<file path="src/rtl/mips_boot_loader.sv">
// rtl/mips_boot_loader.sv - byte-stream loader that fills imem/dmem and then releases the mips core
// Optional per-frame checksum byte: BOOT_CHECKSUM_EN
module mips_boot_loader #(
  parameter int ADDR_W     = 8,
  parameter int IMEM_WORDS = 16,
  parameter int DMEM_WORDS = 20
) (
  input  logic              clk,
  input  logic              rst,
  input  logic [7:0]        in_data,
  input  logic              in_valid,
  output logic              in_ready,
  output logic              imem_we,
  output logic              dmem_we,
  output logic [ADDR_W-1:0] mem_addr,
  output logic [31:0]       mem_wdata,
  output logic              cpu_rst,
  output logic              busy,
  output logic              err
);

`ifdef BOOT_CHECKSUM_EN
  typedef enum logic [2:0] {
    S_IDLE, S_GET_ADDR, S_GET_CNT, S_GET_DATA, S_WRITE, S_RUN, S_CHK
  } state_t;
`else
  typedef enum logic [2:0] {
    S_IDLE, S_GET_ADDR, S_GET_CNT, S_GET_DATA, S_WRITE, S_RUN
  } state_t;
`endif

  localparam logic [7:0] CMD_HALT    = 8'h00;
  localparam logic [7:0] CMD_LOAD_I  = 8'h01;
  localparam logic [7:0] CMD_LOAD_D  = 8'h02;
  localparam logic [7:0] CMD_RUN     = 8'h03;
  localparam logic [7:0] CMD_CLR_ERR = 8'h04;

  state_t     state;
  logic       sel_d;
  logic [8:0] remaining;
  logic [1:0] byte_idx;
  logic       fire;
  logic       oob;
`ifdef BOOT_CHECKSUM_EN
  logic [7:0] csum;
`endif

  assign fire = in_valid && in_ready;
  assign oob  = sel_d ? (32'(mem_addr) >= DMEM_WORDS) : (32'(mem_addr) >= IMEM_WORDS);

  always_ff @(posedge clk or negedge rst) begin
    if (!rst) begin
      state     <= S_IDLE;
      in_ready  <= 1'b0;
      imem_we   <= 1'b0;
      dmem_we   <= 1'b0;
      mem_addr  <= '0;
      mem_wdata <= '0;
      cpu_rst   <= 1'b0;
      busy      <= 1'b0;
      err       <= 1'b0;
      sel_d     <= 1'b0;
      remaining <= '0;
      byte_idx  <= '0;
`ifdef BOOT_CHECKSUM_EN
      csum      <= '0;
`endif
    end else begin
      imem_we  <= 1'b0;
      dmem_we  <= 1'b0;
      in_ready <= 1'b1;
      case (state)
        S_IDLE: if (fire) begin
          case (in_data)
            CMD_LOAD_I: begin sel_d <= 1'b0; busy <= 1'b1; state <= S_GET_ADDR; end
            CMD_LOAD_D: begin sel_d <= 1'b1; busy <= 1'b1; state <= S_GET_ADDR; end
            CMD_RUN: begin
`ifdef BOOT_CHECKSUM_EN
              // A failed load must not start the core.
              if (!err) begin
                cpu_rst <= 1'b1;
                state   <= S_RUN;
              end
`else
              cpu_rst <= 1'b1;
              state   <= S_RUN;
`endif
            end
            CMD_CLR_ERR: err <= 1'b0;
            default:     err <= 1'b1;
          endcase
        end
        S_GET_ADDR: if (fire) begin
          mem_addr <= ADDR_W'(in_data);
          state    <= S_GET_CNT;
        end
        S_GET_CNT: if (fire) begin
          remaining <= (in_data == 8'd0) ? 9'd256 : {1'b0, in_data};
          byte_idx  <= '0;
`ifdef BOOT_CHECKSUM_EN
          csum      <= '0;
`endif
          state     <= S_GET_DATA;
        end
        S_GET_DATA: if (fire) begin
          // Shifting left leaves the first byte of the word in [31:24].
          mem_wdata <= {mem_wdata[23:0], in_data};
          byte_idx  <= byte_idx + 2'd1;
`ifdef BOOT_CHECKSUM_EN
          csum      <= csum ^ in_data;
`endif
          if (byte_idx == 2'd3) begin
            in_ready <= 1'b0;
            state    <= S_WRITE;
            if (oob)        err     <= 1'b1;
            else if (sel_d) dmem_we <= 1'b1;
            else            imem_we <= 1'b1;
          end
        end
        S_WRITE: begin
          mem_addr  <= mem_addr + ADDR_W'(1);
          remaining <= remaining - 9'd1;
          if (remaining == 9'd1) begin
`ifdef BOOT_CHECKSUM_EN
            state <= S_CHK;
`else
            busy  <= 1'b0;
            state <= S_IDLE;
`endif
          end else begin
            state <= S_GET_DATA;
          end
        end
        S_RUN: if (fire && in_data == CMD_HALT) begin
          cpu_rst <= 1'b0;
          state   <= S_IDLE;
        end
`ifdef BOOT_CHECKSUM_EN
        S_CHK: if (fire) begin
          if (in_data != csum) err <= 1'b1;
          busy  <= 1'b0;
          state <= S_IDLE;
        end
`endif
        default: state <= S_IDLE;
      endcase
    end
  end

endmodule
</file>
<file path="config.mk">
export PLATFORM = sky130hd
export DESIGN_NAME = mips_boot_loader
export DESIGN_NICKNAME = d
export VERILOG_FILES = /design/src/rtl/mips_boot_loader.sv
export SDC_FILE = /design/constraint.sdc
export NUM_CORES = 1
export LEC_CHECK = 0
export BUFFER_PORTS_ARGS = -buffer_cell sky130_fd_sc_hd__buf_2
export CAP_MARGIN = 10
export CORE_MARGIN = 3
export CORE_UTILIZATION = 35
export CTS_CLUSTER_DIAMETER = 80
export DETAILED_ROUTE_END_ITERATION = 12
export HOLD_SLACK_MARGIN = 0.08
export PLACE_DENSITY = 0.64
export REMOVE_ABC_BUFFERS = 1
export SLEW_MARGIN = 5
export SYNTH_ARGS = -nofsm -noshare
export SYNTH_HDL_FRONTEND = slang
export SYNTH_SLANG_ARGS = --single-unit
</file>
<file path="constraint.sdc">
create_clock -name clk -period 2 [get_ports clk]
set_input_delay 0.4 -clock clk [delete_from_list [all_inputs] [get_ports clk]]
set_output_delay 0.4 -clock clk [all_outputs]
set_load 0.005 [all_outputs]
</file>
After elaboration in Yosys (flattened, before gate mapping)
Cells that the tools add are included.
- flip-flop bits (word level): 61
- output and inout port bits: 46
- logic and storage cells: 108
- input bits: 11
- equal/unequal tests: 23
- $add $sub $neg: 3
- $lt $le $gt $ge: 2
- reductions and logical operators: 22
- mux-type cells: 46
- operator list (kind ; count):
    two-way mux 1 bit ; 24
    inequality test 2 bit, second input constant ; 10
    two-way mux 3 bit ; 6
    two-way mux 9 bit ; 2
    case mux 3 bit (6 select lines) ; 1
    case mux 9 bit (2 select lines) ; 1
    == test 8 x 2 -> 1 bit, second input constant ; 2
    greater-or-equal comparator 8 x 5 -> 1 bit, second input constant ; 2
    case mux 8 bit (2 select lines) ; 1
    nonzero test 2 bit ; 7
    case mux 1 bit (2 select lines) ; 5
    == test 9 x 1 -> 1 bit, second input constant ; 1
    subtractor 9 x 1 -> 9 bit, second input constant ; 1
    adder 8 x 1 -> 8 bit, second input constant ; 1
    == test 8 x 1 -> 1 bit, second input constant ; 1
    == test 8 x 3 -> 1 bit, second input constant ; 1
    logical NOT 8 bit ; 1
    two-way mux 8 bit ; 1
    AND reduction 4 bit ; 2
    AND reduction 7 bit ; 1
    == test 3 x 2 -> 1 bit, second input constant ; 2
    == test 3 bit, second input constant ; 2
    two-way mux 2 bit ; 3
    case mux 3 bit (2 select lines) ; 1
    13 further kinds ; 17

Logic depth before layout (Yosys ltp)
- depth in word-level cells: 6
- gate-level depth with buffers: 6
- gate-level depth less buffers: 6

Worst setup path after synthesis
OpenSTA, ideal clock, no wires.
- path kind: input to register
- start: in in_data[0]
- end: reg state[2]
- path slack: 0.189 ns
- library setup time: 0.127 ns
- path buffers: 1
- stages: 5
- arrival time: 1.683 ns
- data required time: 1.873 ns
- cell sequence: buf_6 > or4bb_1 > a31oi_1 > o221a_2 > mux2_1
- word-level cells in the longest chain between the ends: 5
- elaborated cells on any way between the ends: 12
- those cells by class: eq/ne (5); mux (3); reduce/logical (4)
- ends and longest elaborated chain (item ; line ; RTL):
    start: declaration ; 10 ; input logic [7:0] in_data,
    == test 8 x 2 -> 1 bit / == test 8 x 1 -> 1 bit (equally long branches) ; 74 ; case (in_data)
    OR reduction 2 bit (no line) ; - ;
    case mux 3 bit (2 select lines) ; 74 ;
    two-way mux 3 bit ; 73 ; S_IDLE: if (fire) begin
    case mux 3 bit (6 select lines) ; 72 ; case (state)
    end signal: assignment ; 75 ; CMD_LOAD_I: begin sel_d <= 1'b0; busy <= 1'b1; state <= S_GET_ADDR; end
    end signal: assignment ; 76 ; CMD_LOAD_D: begin sel_d <= 1'b1; busy <= 1'b1; state <= S_GET_ADDR; end
    end signal: assignment ; 86 ; state <= S_RUN;
    end: declaration ; 38 ; state_t state;
Several ways; a longest one is shown, not always the timed one. The select of a mux whose other input is x is not followed.
A chain may end at the register's enable or synchronous reset.

Worst setup path after layout
- start: reg remaining[3]
- end: reg remaining[7]
- word-level cells in the longest chain between the ends: 2
- ends and longest elaborated chain (item ; line ; RTL):
    start: declaration ; 40 ; logic [8:0] remaining;
    start signal: assignment ; 98 ; remaining <= (in_data == 8'd0) ? 9'd256 : {1'b0, in_data};
    start signal: assignment ; 122 ; remaining <= remaining - 9'd1;
    subtractor 9 x 1 -> 9 bit ; 122 ;
    case mux 9 bit (2 select lines) ; 72 ;
No other way between the ends.

==> summary.txt <==
Synthesis
  • Yosys cell types: 60
  • Synth top area share: 0.506
  • Syn Area/Cell: 11.1 um^2
  • Synth area leaders: dfrtp_1 (51%), mux2_2 (12%), a21oi_1 (2.5%)
  • Top cells by instance count after synthesis: dfrtp_1 (61), mux2_2 (32), nand2_1 (19)
  • Synthesis-stage register bit count: 61
  • EDFF count, synth: 0
  • Largest area contributor in the netlist: dfrtp_1
  • Mapped cell area: 3020 um^2
  • Most common cell in the netlist: dfrtp_1
  • Syn Inst Count: 271
  • Post-synth ARST share: 1.00
  • Top FF cell, synth: dfrtp_1
  • Register area share after synthesis: 0.506
  • Synth warnings: 0

STA
  • Max Slew Vio Count: 0
  • Highest Clock Rate: 0.558 GHz
  • RSZ-0062 raised after global routing: false
  • Setup violations, final: 0
  • Min cycle time layout: 1.79 ns
  • Crit share post-route: 0.896
  • Worst Skew: 0.0104 ns
  • Slew Limit Headroom: 0.725
  • Count of final hold-check violations: 0
  • Least-Margin Pin Slew: 0.411 ns

Route
  • DRC: 0
  • Via count: 2471
  • DRT met1 WL: 3410 um
  • Wire length on met3: 469 um
  • Avg WL per Cell: 16.5 um
  • Routed WL: 7500 um
  • First drt pass iteration count: 4
  • WL met2: 3470 um
  • Drt initial violations: 208
  • Antenna Nets Post-Route: 0
  • Max Used Layer: met4
  • Via-to-Cell Ratio: 5.44

Clock tree
  • CTS Buf Count: 9
  • H-tree depth: 3
  • Clock Sinks: 61
  • Clk buf depth: 2
  • Post-CTS setup buffers: 0
  • CTS clk-pin slew, worst paths: 0.07 ns
  • Clock root buffer: clkbuf_8
  • Skew-Pair Late Insertion Delay: 0.35 ns
  • CTS tree: built

GRT
  • GRT Resource Usage Total: 0.161
  • Vias in the first global route: 2402
  • First-pass GRT wire length: 12400 um
  • Largest net degree at the start of global routing: 62
  • Initial antenna violation count: 0
  • Global route overflow: 0

Power and ir drop
  • Sw Share: 0.364
  • Internal power: 3.57 mW
  • Reg power frac: 0.400
  • Logic pwr share: 0.408
  • Psw: 2.05 mW
  • Pwr Density: 1500 nW/um^2
  • Leakage: 1.63 nW
  • Clock network power share: 0.193
  • Worst VDD drop: 0.618 mV
  • Total power: 5.62 mW

Critical path
  • Max FO, Critical Path: 6
  • Worst EP arrival: 2.03 ns
  • Endpoint type of the worst setup path: flop
  • Worst setup SP type: flop
  • Worst EP required: 2.24 ns
  • Setup CP Type: flop to flop
  • R2R Setup Slk: 0.21 ns

Placement
  • Port Buffers: 56
  • Dpl cell area: 3550 um^2
  • DP Wirelength: 5280 um
  • Final Wtd Congestion: 0.896

Run status
  • Status: finished, final reports clean

Final layout
  • Nets@finish: 362
  • P&R area growth vs syn: 24.3%
  • Antenna diodes: 0
  • Share of cells above drive strength 1: 0.384
  • Final instance area: 3750 um^2

Floorplanning
  • Die Ht: 98.9 um
  • Die area: 9770 um^2
  • Initial Utilization: 0.364
  • Top Ports: 57
  • # rows: 33
  • Die width: 98.9 um
  • Core Area: 8300 um^2

Min path
  • Min-delay worst type: primary input to flop

Job
  • Max-Cap Viols: 0
layout make-up:
| cell class | count | area [um^2] |
|---|---|---|
| fill | 760 | 4550 |
| sequential | 61 | 1530 |
| multi-input combinational | 187 | 1380 |
| timing repair buffer | 79 | 493 |
| clock buffer | 10 | 138 |
| tap | 105 | 131 |
| clock inverter | 4 | 50.0 |
| inverter | 8 | 30.0 |
power groups by stage:
stage	registers (mW)	clock network (mW)	logic, mW
floorplan	2.31	0	1.20
global placement	2.24	0	2.25
detailed placement	2.27	0	2.30
CTS	2.25	1.11	2.31
global route	2.35	1.16	2.53
finish	2.25	1.08	2.29
per-layer routing:
layer | up-vias | track usage
met1 | 1208 | 0.221
met2 | 83 | 0.240
met3 | 16 | 0.0425
met5 | - | 0
met4 | 0 | 0.0714
li1 | 1164 | -
repair_timing:
| action | in CTS | in global routing |
|---|---|---|
| endpoints found under the setup margin | 0 | 1 |
| gates resized for setup | 0 | 1 |
| endpoints found under the hold margin | 56 | 0 |
| hold buffers | 1 | 0 |
stage by stage:
stage          setup TNS [ns]  std cells   util  hold slack, ns  worst slack, ns
6_report                    0        454  0.452           0.373            0.207
5_1_grt                     0        454  0.452           0.365           0.0725
4_1_cts                     0        454  0.452           0.364            0.162
3_5_place_dp                0        439  0.428           0.441           0.0728
3_3_place_gp                0        439  0.428           0.438           0.0800
2_1_floorplan           -9.41        256      -           0.104           -0.282
critical path, stage by stage (launching register included):
cell,delay (ns)
dfrtp_1,0.42
or3_1,0.43
buf_4,0.18
o41ai_1,0.25
a21oi_1,0.11
a311oi_1,0.29
cells in the final DEF, fill, tap and decap left out, drive strengths merged, types with 2 or more instances in the layout:
cell type,count
dfrtp,61
clkbuf,10
nand2,19
nor2,17
nand3b,2
nand2b,2
and2,2
or3b,2
nor4,7
ha,5
or4,2
a31oi,3
a41oi,3
inv,8
nand4,3
nand3,9
o211ai,4
a211oi,3
buf,78
clkinvlp,2
o41ai,4
a21oi,15
o311ai,3
o221a,2
a311oi,2
nor3,5
or3,3
mux2,35
o21ai,11
or2,2
registers in the layout, indices dropped and copies added, names as in the netlist:
register and cells:
err 1, imem_we 1, dmem_we 1, mem_wdata 32, mem_addr 8, in_ready 1
busy 1, cpu_rst 1, byte_idx 2, state 3, sel_d 1, remaining 9
path summary, 6_finish.rpt:
kind,start,end,depth (start not counted)
worst max-delay path,remaining[3],remaining[7],5
worst min-delay path,in_data[6],mem_addr[6],3
worst max register to register,remaining[3],remaining[7],5
worst min register to register,remaining[8],remaining[8],1
max in group asynchronous,rst,mem_wdata[18],3
min in group asynchronous,rst,mem_wdata[21],3
logic make-up (layout without fill, tap and decap cells):
logic type	Yosys count	in the layout	share of synthesized area
AND/OR/NAND/NOR	82	82	0.151
AO/OA/AOI/OAI	63	63	0.148
flip-flops	61	61	0.506
multiplexers	35	35	0.132
buffers and inverters	23	101	0.0377
adder cells (fa/ha/maj)	5	5	0.0207
XOR/XNOR	2	2	0.00581
(Power assumes the default switching activity.)
